### config.mk
export PLATFORM = sky130hd
export DESIGN_NAME = psychic5_frame_crc
export DESIGN_NICKNAME = d
export VERILOG_FILES = /design/src/rtl/psychic5_frame_crc.sv
export SDC_FILE = /design/constraint.sdc
export NUM_CORES = 1
export LEC_CHECK = 0
export CAP_MARGIN = 10
export CORE_MARGIN = 2
export CORE_UTILIZATION = 29
export CTS_BUF_LIST = sky130_fd_sc_hd__clkbuf_4
export DETAILED_ROUTE_END_ITERATION = 10
export PLACE_DENSITY = 0.53
export SYNTH_ARGS = -nofsm -noshare
export SYNTH_HDL_FRONTEND = slang
export SYNTH_SLANG_ARGS = --single-unit
### constraint.sdc
create_clock -name i_EMU_MCLK -period 3.1 [get_ports i_EMU_MCLK]
set_input_delay 0.31 -clock i_EMU_MCLK [delete_from_list [all_inputs] [get_ports i_EMU_MCLK]]
set_output_delay 0.31 -clock i_EMU_MCLK [all_outputs]
set_load 0.02 [all_outputs]
### src/rtl/psychic5_frame_crc.sv
// ============================================================================
// psychic5_frame_crc
// ----------------------------------------------------------------------------
// Frame-signature monitor for the video output. On every pixel-clock-enable
// inside the active window the pixel is folded into a CRC-32 and counted.
// When the last active pixel of a frame is sampled, the CRC, the pixel count
// and the frame counter are published together with a one-MCLK strobe.
//
// CRC: polynomial 0x04C11DB7, MSB-first, non-reflected, init 0xFFFFFFFF,
// no final XOR; all PX_W pixel bits are consumed in a single cycle.
//
// Optional build macro: PSYCHIC5_FRAME_CRC_GOLDEN_EN
//   Adds a golden-CRC comparator (i_GOLDEN_CRC, o_MISMATCH, o_MISMATCH_CNT).
//   Without it those ports and the comparator do not exist.
//
// Ports:
//   i_EMU_MCLK       master clock
//   i_EMU_INITRST_n  asynchronous active-low reset (synchronous release)
//   i_EMU_PXCEN_n    pixel clock enable, active-low
//   i_HCOUNTER       horizontal position
//   i_VCOUNTER       vertical position
//   i_VIDEODATA      pixel data, channel 0 in the MSBs
//   i_CAPTURE_EN     arms capture (level)
//   i_GOLDEN_CRC     expected frame CRC            (golden build only)
//   o_FRAME_CRC      CRC of the last completed frame
//   o_PIXEL_CNT      active pixels in the last completed frame (saturating)
//   o_FRAME_CNT      completed frames since reset (wraps)
//   o_FRAME_VALID    one-MCLK strobe when the three outputs above update
//   o_BUSY           high while a frame is being accumulated
//   o_MISMATCH       sticky golden mismatch flag   (golden build only)
//   o_MISMATCH_CNT   saturating mismatch count     (golden build only)
//
// Limitation: a single-pixel window (START == END on both axes) is not
// supported; the first pixel arms capture and the frame only closes on the
// following frame's sample.
// ============================================================================
module psychic5_frame_crc #(
    parameter int HCNT_W      = 9,
    parameter int VCNT_W      = 9,
    parameter int CH_NUM      = 3,
    parameter int CH_W        = 4,
    parameter int H_ACT_START = 128,
    parameter int H_ACT_END   = 383,
    parameter int V_ACT_START = 16,
    parameter int V_ACT_END   = 239
) (
    input  logic                     i_EMU_MCLK,
    input  logic                     i_EMU_INITRST_n,
    input  logic                     i_EMU_PXCEN_n,
    input  logic [HCNT_W-1:0]        i_HCOUNTER,
    input  logic [VCNT_W-1:0]        i_VCOUNTER,
    input  logic [CH_NUM*CH_W-1:0]   i_VIDEODATA,
    input  logic                     i_CAPTURE_EN,
`ifdef PSYCHIC5_FRAME_CRC_GOLDEN_EN
    input  logic [31:0]              i_GOLDEN_CRC,
    output logic                     o_MISMATCH,
    output logic [15:0]              o_MISMATCH_CNT,
`endif
    output logic [31:0]              o_FRAME_CRC,
    output logic [19:0]              o_PIXEL_CNT,
    output logic [15:0]              o_FRAME_CNT,
    output logic                     o_FRAME_VALID,
    output logic                     o_BUSY
);

    localparam int          PX_W     = CH_NUM * CH_W;
    localparam logic [31:0] CRC_POLY = 32'h04C1_1DB7;
    localparam logic [31:0] CRC_INIT = 32'hFFFF_FFFF;

    typedef enum logic [1:0] {
        ST_IDLE,
        ST_ACCUM,
        ST_DONE
    } state_t;

    state_t      state;
    logic [31:0] crc;
    logic [19:0] pix_cnt;

    // ------------------------------------------------------------------
    // Window decode
    // ------------------------------------------------------------------
    logic sample;
    logic active;
    logic first;
    logic last;

    assign sample = ~i_EMU_PXCEN_n;
    assign active = (i_HCOUNTER >= HCNT_W'(H_ACT_START)) &&
                    (i_HCOUNTER <= HCNT_W'(H_ACT_END))   &&
                    (i_VCOUNTER >= VCNT_W'(V_ACT_START)) &&
                    (i_VCOUNTER <= VCNT_W'(V_ACT_END));
    assign first  = sample && (i_HCOUNTER == HCNT_W'(H_ACT_START)) &&
                              (i_VCOUNTER == VCNT_W'(V_ACT_START));
    assign last   = sample && (i_HCOUNTER == HCNT_W'(H_ACT_END)) &&
                              (i_VCOUNTER == VCNT_W'(V_ACT_END));

    // ------------------------------------------------------------------
    // CRC datapath: one PX_W-bit step per sampled pixel
    // ------------------------------------------------------------------
    function automatic logic [31:0] crc_step(input logic [31:0] c,
                                             input logic [PX_W-1:0] d);
        logic [31:0] r;
        // NOTE: blocking assignments are correct here; r is a combinational
        // temporary that each loop iteration must see updated immediately.
        r = c;
        for (int i = PX_W - 1; i >= 0; i--) begin
            if (r[31] ^ d[i]) r = {r[30:0], 1'b0} ^ CRC_POLY;
            else              r = {r[30:0], 1'b0};
        end
        return r;
    endfunction

    // The first pixel of a frame is seeded from CRC_INIT rather than from
    // whatever the register holds, so one step function serves both cases.
    logic [31:0] crc_base;
    logic [31:0] crc_next;
    logic [19:0] pix_inc;

    assign crc_base = (state == ST_IDLE) ? CRC_INIT : crc;
    assign crc_next = crc_step(crc_base, i_VIDEODATA);
    assign pix_inc  = (pix_cnt == '1) ? pix_cnt : pix_cnt + 20'd1;

    // ------------------------------------------------------------------
    // Capture FSM with registered outputs
    // ------------------------------------------------------------------
    // NOTE: sequential state uses non-blocking assignments so every flop
    // samples pre-edge values regardless of statement order.
    always_ff @(posedge i_EMU_MCLK or negedge i_EMU_INITRST_n) begin
        if (!i_EMU_INITRST_n) begin
            state         <= ST_IDLE;
            crc           <= CRC_INIT;
            pix_cnt       <= '0;
            o_FRAME_CRC   <= '0;
            o_PIXEL_CNT   <= '0;
            o_FRAME_CNT   <= '0;
            o_FRAME_VALID <= 1'b0;
            o_BUSY        <= 1'b0;
        end else begin
            o_FRAME_VALID <= 1'b0;
            case (state)
                ST_IDLE: begin
                    // Arming mid-frame waits here until the next frame start.
                    if (first && i_CAPTURE_EN) begin
                        crc     <= crc_next;
                        pix_cnt <= 20'd1;
                        o_BUSY  <= 1'b1;
                        state   <= ST_ACCUM;
                    end
                end
                ST_ACCUM: begin
                    if (!i_CAPTURE_EN) begin
                        // Abort: previous frame's results stay published.
                        o_BUSY <= 1'b0;
                        state  <= ST_IDLE;
                    end else if (sample && active) begin
                        crc     <= crc_next;
                        pix_cnt <= pix_inc;
                        if (last) begin
                            o_FRAME_CRC   <= crc_next;
                            o_PIXEL_CNT   <= pix_inc;
                            o_FRAME_CNT   <= o_FRAME_CNT + 16'd1;
                            o_FRAME_VALID <= 1'b1;
                            o_BUSY        <= 1'b0;
                            state         <= ST_DONE;
                        end
                    end
                end
                ST_DONE: begin
                    // A frame start right after the last pixel is impossible
                    // at legal video timings, so nothing is watched here.
                    state <= ST_IDLE;
                end
                default: begin
                    o_BUSY <= 1'b0;
                    state  <= ST_IDLE;
                end
            endcase
        end
    end

`ifdef PSYCHIC5_FRAME_CRC_GOLDEN_EN
    // ------------------------------------------------------------------
    // Golden comparator: evaluated on the strobe cycle, when o_FRAME_CRC
    // already carries the freshly completed frame's signature.
    // ------------------------------------------------------------------
    always_ff @(posedge i_EMU_MCLK or negedge i_EMU_INITRST_n) begin
        if (!i_EMU_INITRST_n) begin
            o_MISMATCH     <= 1'b0;
            o_MISMATCH_CNT <= '0;
        end else if (o_FRAME_VALID && (o_FRAME_CRC != i_GOLDEN_CRC)) begin
            o_MISMATCH <= 1'b1;
            if (o_MISMATCH_CNT != '1) o_MISMATCH_CNT <= o_MISMATCH_CNT + 16'd1;
        end
    end
`endif

endmodule

==> reports/qor.yml, run 1 <==
clocking:
  clk_pin_slew_ns: 0.12
  htree_num_levels: 4
  clock-sinks: 124
  cts_made_buffers: 17
  cts_setup_buffers: 0
  cts_root_buf: "clkbuf_4"
  clk_latency_ns: 0.54
  cts_tree: "yes"
  hold_buffers: 1
  cts_resized: 0
  clock_tree.buffer_depth: 2
drt:
  vias_per_cell: 4.45
  ant_nets: 0
  drc: 0
  via_count: 5078
  drt_iter0_drc: 162
  drtPass1Iterations: 6
  wirelength_um: 17300
  wl_per_cell_um: 15.1
sta:
  max_freq_ghz: 0.376
  maxSlewViolCount: 0
  setup-tns-final_ns: 0
  worst_slack_ns: 0.442
  worst_slew_pin_slew_ns: 0.605
  fin_crit_sh_pct: 85.7
  hold_viol_final: 0
  rsz0062_at_grt: "no"
  fin_crit_ns: 2.66
  slew_headroom_pct: 59.7
  setup_viol: 0
  fin_skew_ns: 0.0161
synth:
  synth_area_um2: 6840
  ys_ff_latch: 124
  synthAdderAreaFrac_pct: 0.366
  synth_edf_count: 0
  netlist-cell-type-count: 48
  yosys_warnings: 0
  synth_compound_area_share_pct: 9.07
  synth_top_family_by_area: "XOR/XNOR gates"
  synth_nets: 734
  synthMuxAreaShare_pct: 3.09
  synth_cells: 698
  synth_top_flop_cell: "dfrtp_1"
  synthXorXnorAreaFrac_pct: 23.8
  async_reset_ff_share_pct: 100
  ys_seq_area_share_pct: 45.9
  syn_area_per_cell_um2: 9.81
  synthSimpleGateAreaFrac_pct: 15.3
final_layout:
  drive_gt1_share_pct: 15.1
  fin_nets: 845
  postLayoutCoreUtil_pct: 37.2
  syn2layout_area_growth_pct: 26.7
  n_fill_cell: 2415
worst_setup_path:
  endpoint_kind: "register"
  cp-start-kind: "register"
  worstPathRequired_ns: 3.53
  worstSetupPathType: "reg2reg"
  path_max_fanout: 7
  arrival_ns: 3.08
power_and_ir_drop:
  peakVddDrop_uv: 266
  power_density_nw_per_um2: 519
  finalPower_mw: 4.50
  power_leakage_nw: 3.60
floorplanning:
  num_io_pins: 104
  core_um2: 23300
  die_w_um: 158
  die_y_um: 158
  die_area_um2: 24800
  rows: 56
  start_util_pct: 29.3
global_route:
  grt_usage_pct: 14.7
  grt.overflow.total: 0
  grt_pass1_vias: 5130
  antenna_found_initial: 1
  grt_max_degree: 67
  grt_pass1_wl_um: 28100
place:
  dpl.hpwl_um: 12800
  place.gp.congestion: 0.821
  dp_slack_ns: 0.119
  io_buffers: 103
status:
  status: "finished clean"
worst_hold_path:
  hold_path.class: "in2async"
job:
  drv_cap: 0
[per-layer routing]
| metal | routed length [µm] | up-vias | GRT usage [%] | share of wire, % |
|---|---|---|---|---|
| met3 | 467 | 9 | 3.09 | 2.7 |
| met2 | 8180 | 84 | 24.0 | 47 |
| met1 | 8460 | 2445 | 20.1 | 49 |
| met5 | 0 | - | 0 | 0 |
| met4 | 142 | 0 | 3.25 | 0.82 |
| li1 | - | 2540 | - | - |
[cells by family after synthesis]
kind of cell | after synthesis
AOI/OAI and AO/OA | 114
xor gates and xnor gates | 159
adders and majority gates | 2
buffers and inverters | 43
DFF | 124
muxes | 19
and+or+nand+nor | 237
[synthesized netlist by cell type (7+ instances only)]
cell	count	area, µm²
clkbuf_1	27	101
nand4_1	8	50.1
nor2_1	67	251
dfstp_2	32	841
inv_1	9	33.8
mux2_2	17	191
xnor2_2	7	114
xnor2_1	95	832
dfrtp_1	92	2300
xor2_1	45	394
nand3_1	14	70.1
o21ai_0	78	390
and3_1	14	87.6
o31ai_1	8	60.1
a21oi_1	13	65.1
nand2_1	107	402
[worst max-delay path, stage by stage, from the launching register on]
cell,delay [ns]
dfstp_2,0.61
o21bai_2,0.16
xnor3_2,0.31
xnor3_4,0.59
xnor3_2,0.46
xnor2_1,0.17
mux2_2,0.27
[area by class of cell]
cell class	count	area, µm²	area share (%)
antenna	1	2.50	0.0289
clock buffer	19	143	1.65
timing repair buffer	126	1230	14.2
inverter	9	33.8	0.390
sequential	124	3140	36.3
multi-input combinational	531	3540	40.9
clock inverter	13	174	2.01
tap	319	399	4.60
[sequential cells by signal (all words and copies together) (netlist names)]
| signal | flops |
|---|---|
| crc | 32 |
| o_FRAME_CRC | 32 |
| o_PIXEL_CNT | 20 |
| pix_cnt | 20 |
| o_FRAME_CNT | 16 |
| state | 2 |
| o_BUSY | 1 |
| o_FRAME_VALID | 1 |
[cell usage in the layout (no fill, tap or decap), drive strengths merged, types with 2 or more instances in the layout]
master / Yosys / routed
nand2: 107 / 107
xnor2: 106 / 106
dfstp: 32 / 32
nor2b: 2 / 2
clkdlybuf4s50: 0 / 102
xor2: 46 / 46
o31ai: 8 / 8
nor3: 5 / 5
and4: 2 / 2
nand3: 14 / 14
or3: 2 / 2
ha: 2 / 2
buf: 7 / 23
mux2: 17 / 17
bufinv: 0 / 4
xnor3: 7 / 7
clkbuf: 27 / 19
and3: 14 / 14
o21bai: 2 / 2
dfrtp: 92 / 92
a21oi: 13 / 13
nand4: 8 / 8
a31oi: 4 / 4
o21ai: 83 / 83
inv: 9 / 9
nor2: 70 / 70
nor4: 2 / 2
mux2i: 2 / 2
and2: 4 / 4
clkinv: 0 / 8
[through the flow]
stage	cell area [µm²]	std cells	hold slack, ns
2_1_floorplan	6840	698	0.0144
3_3_place_gp	8340	1108	0.362
3_5_place_dp	8340	1108	0.362
4_1_cts	8670	1141	0.278
5_1_grt	8670	1142	0.313
6_report	8670	1142	0.306
[power breakdown]
group	total (mW)	internal, mW	switching (mW)
combinational	1.08	0.561	0.516
sequential	2.12	1.93	0.196
clock	1.30	0.650	0.647
total	4.50	3.14	1.36
[final timing paths]
check	from	endpoint	slack, ns	depth (start not counted)
max	crc[31]$_DFFE_PN1P_	o_FRAME_CRC[12]$_DFFE_PN0P_	0.44	6
min	i_EMU_INITRST_n	o_FRAME_CRC[4]$_DFFE_PN0P_	0.31	2
max reg2reg	crc[31]$_DFFE_PN1P_	o_FRAME_CRC[12]$_DFFE_PN0P_	0.44	6
min reg2reg	o_FRAME_CNT[15]$_DFFE_PN0P_	o_FRAME_CNT[15]$_DFFE_PN0P_	0.48	1
max in group asynchronous	i_EMU_INITRST_n	crc[27]$_DFFE_PN1P_	1.91	3
min in group i_EMU_MCLK	i_CAPTURE_EN	state[1]$_DFFE_PN0P_	0.48	4
No activity file was read; power rests on OpenSTA's default activity.
==> inputs of run 2 (changes only) <==
--- a/config.mk
+++ b/config.mk
@@ -6,7 +6,6 @@
 export NUM_CORES = 1
 export LEC_CHECK = 0
 export CAP_MARGIN = 10
-export CORE_MARGIN = 2
 export CORE_UTILIZATION = 29
 export CTS_BUF_LIST = sky130_fd_sc_hd__clkbuf_4
 export DETAILED_ROUTE_END_ITERATION = 10
==> reports/qor.yml, run 2 (synthesized netlist as in run 1, its figures left out) <==
status:
  status: "finished clean"  # unchanged
sta:
  maxSlewViolCount: 0  # unchanged
  slew_headroom_pct: 56.9  # was 59.7%
  fin_skew_ns: 0.0213  # was 0.0161 ns
  worst_slew_pin_slew_ns: 0.642  # was 0.605 ns
  max_freq_ghz: 0.376  # about the same
  fin_crit_ns: 2.66  # about the same
  setup-tns-final_ns: 0  # unchanged
  setup_viol: 0  # unchanged
  fin_crit_sh_pct: 85.7  # about the same
  hold_viol_final: 0  # unchanged
  rsz0062_at_grt: "no"  # unchanged
worst_hold_path:
  hold_path.class: "in2async"  # unchanged
power_and_ir_drop:
  peakVddDrop_uv: 288  # was 266 µV
  power_density_nw_per_um2: 505  # was 519 nW/µm²
  power_leakage_nw: 3.58  # was 3.60 nW
drt:
  wirelength_um: 17500  # was 17300 µm
  vias_per_cell: 4.50  # was 4.45
  ant_nets: 0  # unchanged
  drt_iter0_drc: 232  # was 162
  drtPass1Iterations: 4  # was 6
  wl_per_cell_um: 15.4  # was 15.1 µm
  drc: 0  # unchanged
  via_count: 5111  # was 5078
worst_setup_path:
  worstSetupPathType: "reg2reg"  # unchanged
  worstPathRequired_ns: 3.54  # was 3.53 ns
  slowest_stage: "dfstp_2"  # unchanged
  slowest_delay_ns: 0.62  # was 0.61 ns
  path_max_fanout: 7  # unchanged
  r2r_setup_slack_ns: 0.44  # about the same
  cp-start-kind: "register"  # unchanged
  arrival_ns: 3.10  # was 3.08 ns
  crit_chain: "o21bai_2 > xnor3_2 > xnor3_4 > xnor3_2 > xnor2_1 > mux2_2"  # unchanged
  cpLargestDelayFamily: "XOR/XNOR gates"  # unchanged
  crit_path_frequent_cell: "xnor3_2"  # unchanged
  endpoint_kind: "register"  # unchanged
  path_buf_inv: 0  # unchanged
final_layout:
  final_cell_mix: "107 x nand2_1, 102 x clkdlybuf4s50_1, 95 x xnor2_1"  # unchanged
  syn2layout_area_growth_pct: 26.0  # was 26.7%
  drive_gt1_share_pct: 15.0  # was 15.1%
  fin_area_um2: 8630  # was 8670 µm²
  layout_commonest_cell: "nand2_1"  # unchanged
  top_regs: "crc: 32 flops, o_FRAME_CRC: 32 flops"  # unchanged
  fin_nets: 845  # unchanged
clocking:
  clk_latency_ns: 0.55  # was 0.54 ns
  cts_root_buf: "clkbuf_4"  # unchanged
  cts_setup_buffers: 0  # unchanged
  clock_tree.buffer_depth: 2  # unchanged
  clock-sinks: 124  # unchanged
  cts_tree: "yes"  # unchanged
  clk_pin_slew_ns: 0.12  # about the same
  htree_num_levels: 4  # unchanged
  cts_made_buffers: 17  # unchanged
floorplanning:
  die_y_um: 156  # was 158 µm
  die_w_um: 156  # was 158 µm
  rows: 55  # was 56
  die_area_um2: 24200  # was 24800 µm²
  core_um2: 22900  # was 23300 µm²
  start_util_pct: 29.9  # was 29.3%
  num_io_pins: 104  # unchanged
global_route:
  grt_usage_pct: 15.4  # was 14.7%
  grt_max_degree: 88  # was 67
  grt_pass1_vias: 5193  # was 5130
  grt.overflow.total: 0  # unchanged
  grt_pass1_wl_um: 28500  # was 28100 µm
  antenna_found_initial: 1  # unchanged
job:
  drv_cap: 0  # unchanged
place:
  dpl.hpwl_um: 12700  # was 12800 µm
  place.gp.congestion: 0.793  # was 0.821
  dpl_cell_area_um2: 8340  # about the same
  io_buffers: 103  # unchanged
run 2: cell count changes in the layout (fill, tap and decap cells not counted), sizes merged:
cell,before,now
bufinv,4,2
clkinv,8,7
clkinvlp,1,4
run 2: worst paths after layout:
path                                              from                     endpoint  cells past startpoint
max reg2reg                        crc[31]$_DFFE_PN1P_  o_FRAME_CRC[12]$_DFFE_PN0P_                      6
min                                    i_EMU_INITRST_n  o_PIXEL_CNT[12]$_DFFE_PN0P_                      2
min in group i_EMU_MCLK    o_FRAME_CNT[15]$_DFFE_PN0P_  o_FRAME_CNT[15]$_DFFE_PN0P_                      1
min reg2reg                o_FRAME_CNT[15]$_DFFE_PN0P_  o_FRAME_CNT[15]$_DFFE_PN0P_                      1
max                                crc[31]$_DFFE_PN1P_  o_FRAME_CRC[12]$_DFFE_PN0P_                      6
max in group asynchronous              i_EMU_INITRST_n          crc[23]$_DFFE_PN1P_                      3
run 2: stage by stage:
stage	power, mW	hold slack (ns)	std cells	utilization (%)	setup slack, ns
after floorplan	2.91	0.0144	698	-	0.633
after global placement	3.24	0.287	1102	36.4	0.256
after detailed placement	3.26	0.285	1102	36.4	0.203
after CTS	4.43	0.208	1135	37.6	0.425
after global routing	4.63	0.246	1136	37.6	0.312
final	4.35	0.242	1136	37.6	0.444
run 2: power by group:
part	total, mW	switching [mW]	internal (mW)
clock	1.14	0.653	0.485
combinational	1.11	0.538	0.569
sequential	2.11	0.184	1.92
run 2: cell type report:
class	instances	area (µm²)
Antenna cell	1	2.50
Clock buffer	19	143
Clock inverter	13	126
Fill cell	2316	14300
Inverter	9	33.8
Multi-Input combinational cell	531	3540
Sequential cell	124	3140
Tap cell	313	392
Timing Repair Buffer	126	1240
run 2: timing repair:
item,4_1_cts,5_1_grt
resized for setup,0,0
hold endpoints to repair,30,0
endpoints found under the setup margin,0,0
hold buffers,1,0
run 2: per-layer routing:
layer	share of wire, %	vias up	GRT usage, %
li1	-	2537	-
met1	47	2456	20.2
met2	48	106	25.7
met3	3.9	12	2.97
met4	1.0	0	4.20
met5	0	-	0
==> inputs of run 3 (changes only) <==
--- a/config.mk
+++ b/config.mk
@@ -5,11 +5,13 @@
 export SDC_FILE = /design/constraint.sdc
 export NUM_CORES = 1
 export LEC_CHECK = 0
+export ABC_AREA = 1
 export CAP_MARGIN = 10
 export CORE_UTILIZATION = 29
 export CTS_BUF_LIST = sky130_fd_sc_hd__clkbuf_4
 export DETAILED_ROUTE_END_ITERATION = 10
 export PLACE_DENSITY = 0.53
+export RECOVER_POWER = 25
 export SYNTH_ARGS = -nofsm -noshare
 export SYNTH_HDL_FRONTEND = slang
 export SYNTH_SLANG_ARGS = --single-unit
==> reports/qor.yml, run 3 <==
worst_setup_path:
  arrival_ns: 2.97  # was 3.10 ns
  cpLargestDelayFamily: "XOR/XNOR gates"  # unchanged
  path_buf_inv: 1  # was 0
  slowest_stage: "dfrtp_1"  # was dfstp_2
  r2r_setup_slack_ns: 0.58  # was 0.44 ns
  r2r_start: "state[0]$_DFFE_PN0P_"  # was crc[31]$_DFFE_PN1P_
  endpoint_kind: "register"  # unchanged
  crit_path_frequent_cell: "xor2_1"  # was xnor3_2
  cp-startpoint: "state[0]$_DFFE_PN0P_"  # was crc[31]$_DFFE_PN1P_
  worstPathRequired_ns: 3.55  # was 3.54 ns
  crit_cells: 9  # was 6
  path_max_fanout: 5  # was 7
  r2r_cells: 9  # was 6
  slowest_delay_ns: 0.44  # was 0.62 ns
  cp-start-kind: "register"  # unchanged
  crit_chain: "nor2_2 > buf_4 > nor2_4 > xor2_4 > xor2_1 > xor2_1 > xor2_1 > nand2_1 > o21ai_0"  # was o21bai_2 > xnor3_2 > xnor3_4 > xnor3_2 > xnor2_1 > mux2_2
  worstSetupPathType: "reg2reg"  # unchanged
  endpoint: "crc[29]$_DFFE_PN1P_"  # was o_FRAME_CRC[12]$_DFFE_PN0P_
  r2r_end: "crc[29]$_DFFE_PN1P_"  # was o_FRAME_CRC[12]$_DFFE_PN0P_
clocking:
  htree_num_levels: 4  # unchanged
  cts_tree: "yes"  # unchanged
  cts_made_buffers: 17  # unchanged
  clock-sinks: 124  # unchanged
  clock_tree.buffer_depth: 2  # unchanged
  clk_pin_slew_ns: 0.12  # about the same
  cts_root_buf: "clkbuf_4"  # unchanged
  clk_latency_ns: 0.55  # about the same
floorplanning:
  num_io_pins: 104  # unchanged
  die_w_um: 162  # was 156 µm
  die_area_um2: 26200  # was 24200 µm²
  start_util_pct: 29.5  # was 29.9%
  core_um2: 25100  # was 22900 µm²
  rows: 58  # was 55
  die_y_um: 162  # was 156 µm
global_route:
  grt_pass1_vias: 6270  # was 5193
  grt_max_degree: 69  # was 88
  antenna_found_initial: 1  # unchanged
  grt_pass1_wl_um: 33500  # was 28500 µm
  grt_usage_pct: 16.5  # was 15.4%
  grt.overflow.total: 0  # unchanged
status:
  failed_checks: "design-rule violations"
  status: "finished, violations left"  # was finished clean
drt:
  drtPass1Iterations: 7  # was 4
  vias_per_cell: 4.51  # was 4.50
  drc: 2  # was 0
  wirelength_um: 20600  # was 17500 µm
  via_count: 6594  # was 5111
  drt_iter0_drc: 397  # was 232
  ant_nets: 0  # unchanged
  wl_per_cell_um: 14.1  # was 15.4 µm
sta:
  hold_viol_final: 0  # unchanged
  rsz0062_at_grt: "no"  # unchanged
  setup_viol: 0  # unchanged
  fin_skew_ns: 0.0366  # was 0.0213 ns
  worst_slack_ns: 0.577  # was 0.444 ns
  fin_crit_ns: 2.52  # was 2.66 ns
  max_freq_ghz: 0.396  # was 0.376 GHz
  fin_crit_sh_pct: 81.4  # was 85.7%
  maxSlewViolCount: 0  # unchanged
  slew_headroom_pct: 7.31  # was 56.9%
  setup-tns-final_ns: 0  # unchanged
  worst_slew_pin_slew_ns: 1.39  # was 0.642 ns
final_layout:
  seq_area_um2: 3140  # unchanged
  multi_input_area_um2: 3730  # was 3540 µm²
  syn2layout_area_growth_pct: 23.4  # was 26.0%
  n_fill_cell: 2733  # was 2316
  final_cell_mix: "399 x nand2_1, 102 x clkdlybuf4s50_1, 98 x inv_1"  # was 107 x nand2_1, 102 x clkdlybuf4s50_1, 95 x xnor2_1
  layout_commonest_cell: "nand2_1"  # unchanged
  fin_area_um2: 9140  # was 8630 µm²
  top_regs: "crc: 32 flops, o_FRAME_CRC: 32 flops"  # unchanged
  fin_nets: 1155  # was 845
  drive_gt1_share_pct: 10.4  # was 15.0%
power_and_ir_drop:
  power_leakage_nw: 4.49  # was 3.58 nW
  peakVddDrop_uv: 167  # was 288 µV
  power_density_nw_per_um2: 408  # was 505 nW/µm²
synth:
  synth_area_um2: 7410  # was 6840 µm²
  ys_seq_area_share_pct: 42.4  # was 45.9%
  synth_edf_count: 0  # unchanged
  synth_most_common_cell: "nand2_1"  # unchanged
  synth_top_flop_cell: "dfrtp_1"  # unchanged
  synth_cells: 1013  # was 698
  ys_ff_latch: 124  # unchanged
  async_reset_ff_share_pct: 100  # unchanged
  netlist-cell-type-count: 41  # was 48
  yosysTopAreaCellShare_pct: 31.1  # was 33.6%
  synth_area_leaders: "dfrtp_1 31%, nand2_1 20%, dfstp_2 11%"  # was dfrtp_1 34%, dfstp_2 12%, xnor2_1 12%
  synth_nets: 1049  # was 734
  yosys_warnings: 0  # unchanged
  syn_area_per_cell_um2: 7.31  # was 9.81 µm²
  synthTopCellsByCount: "400 x nand2_1, 98 x inv_1, 92 x dfrtp_1"  # was 107 x nand2_1, 95 x xnor2_1, 92 x dfrtp_1
  synth_top_area_cell: "dfrtp_1"  # unchanged
worst_hold_path:
  hold_path.class: "reg2reg"  # was in2async
  worstHoldPathCells: 2
job:
  drv_cap: 0  # unchanged
place:
  dpl.hpwl_um: 15800  # was 12700 µm
  io_buffers: 103  # unchanged
  place.gp.congestion: 0.854  # was 0.793
  dpl_cell_area_um2: 8820  # was 8340 µm²
  dp_slack_ns: 0.385  # was 0.203 ns
## run 3: worst min path at each step
stage / from / end
2_1_floorplan: i_EMU_INITRST_n / o_BUSY$_DFFE_PN0P_
3_3_place_gp: i_EMU_INITRST_n / o_PIXEL_CNT[3]$_DFFE_PN0P_
3_5_place_dp: i_EMU_INITRST_n / o_PIXEL_CNT[9]$_DFFE_PN0P_
4_1_cts: i_EMU_INITRST_n / o_PIXEL_CNT[9]$_DFFE_PN0P_
5_1_grt: crc[4]$_DFFE_PN1P_ / crc[4]$_DFFE_PN1P_
6_report: crc[17]$_DFFE_PN1P_ / crc[17]$_DFFE_PN1P_
## run 3: kinds of logic after synthesis
family | synth area share [%]
xor gates and xnor gates | 9.53
AOI/OAI and AO/OA | 6.22
buffers and inverters | 7.19
adders and majority gates | 0.338
and+or+nand+nor | 34.2
DFF | 42.4
muxes | 0.135
## run 3: worst min-delay path, stage by stage, from the launching register on
cell and delay (ns):
dfstp_2 0.39, nand2_1 0.05, nand2_1 0.05
## run 3: per-stage QoR
stage	power, mW	std cells	hold slack [ns]	utilization (%)
after global placement	2.44	1429	0.246	35.1
after detailed placement	2.44	1429	0.248	35.1
after floorplan	2.21	1013	0.0144	-
after global routing	3.96	1463	0.495	36.4
final	3.73	1463	0.480	36.4
after CTS	3.80	1462	0.155	36.5
## run 3: where the power goes
part,internal [mW],switching (mW),leakage [nW]
sequential,1.75,0.0550,1.58
combinational,0.204,0.396,2.74
clock,0.676,0.649,0.171
total,2.63,1.10,4.49
## run 3: final cells by class
type	count	share of cell area (%)
clock buffer	21	1.72
tap	330	4.52
antenna	1	0.0274
timing repair buffer	113	12.2
inverter	108	4.43
clock inverter	11	1.86
sequential	124	34.4
multi-input combinational	755	40.9
## run 3: timing repair
item | CTS | global route
resized for setup | 0 | 0
endpoints found under the setup margin | 0 | 0
endpoints found under the hold margin | 24 | 0
buffers inserted | 0 | 0
hold buffers | 1 | 0
## run 3: layer usage
metal	vias up	wire [µm]	track usage (%)
met5	-	0	0
met1	3060	10100	22.8
met4	0	249	4.46
met3	16	666	3.27
met2	118	9580	26.3
li1	3400	-	-
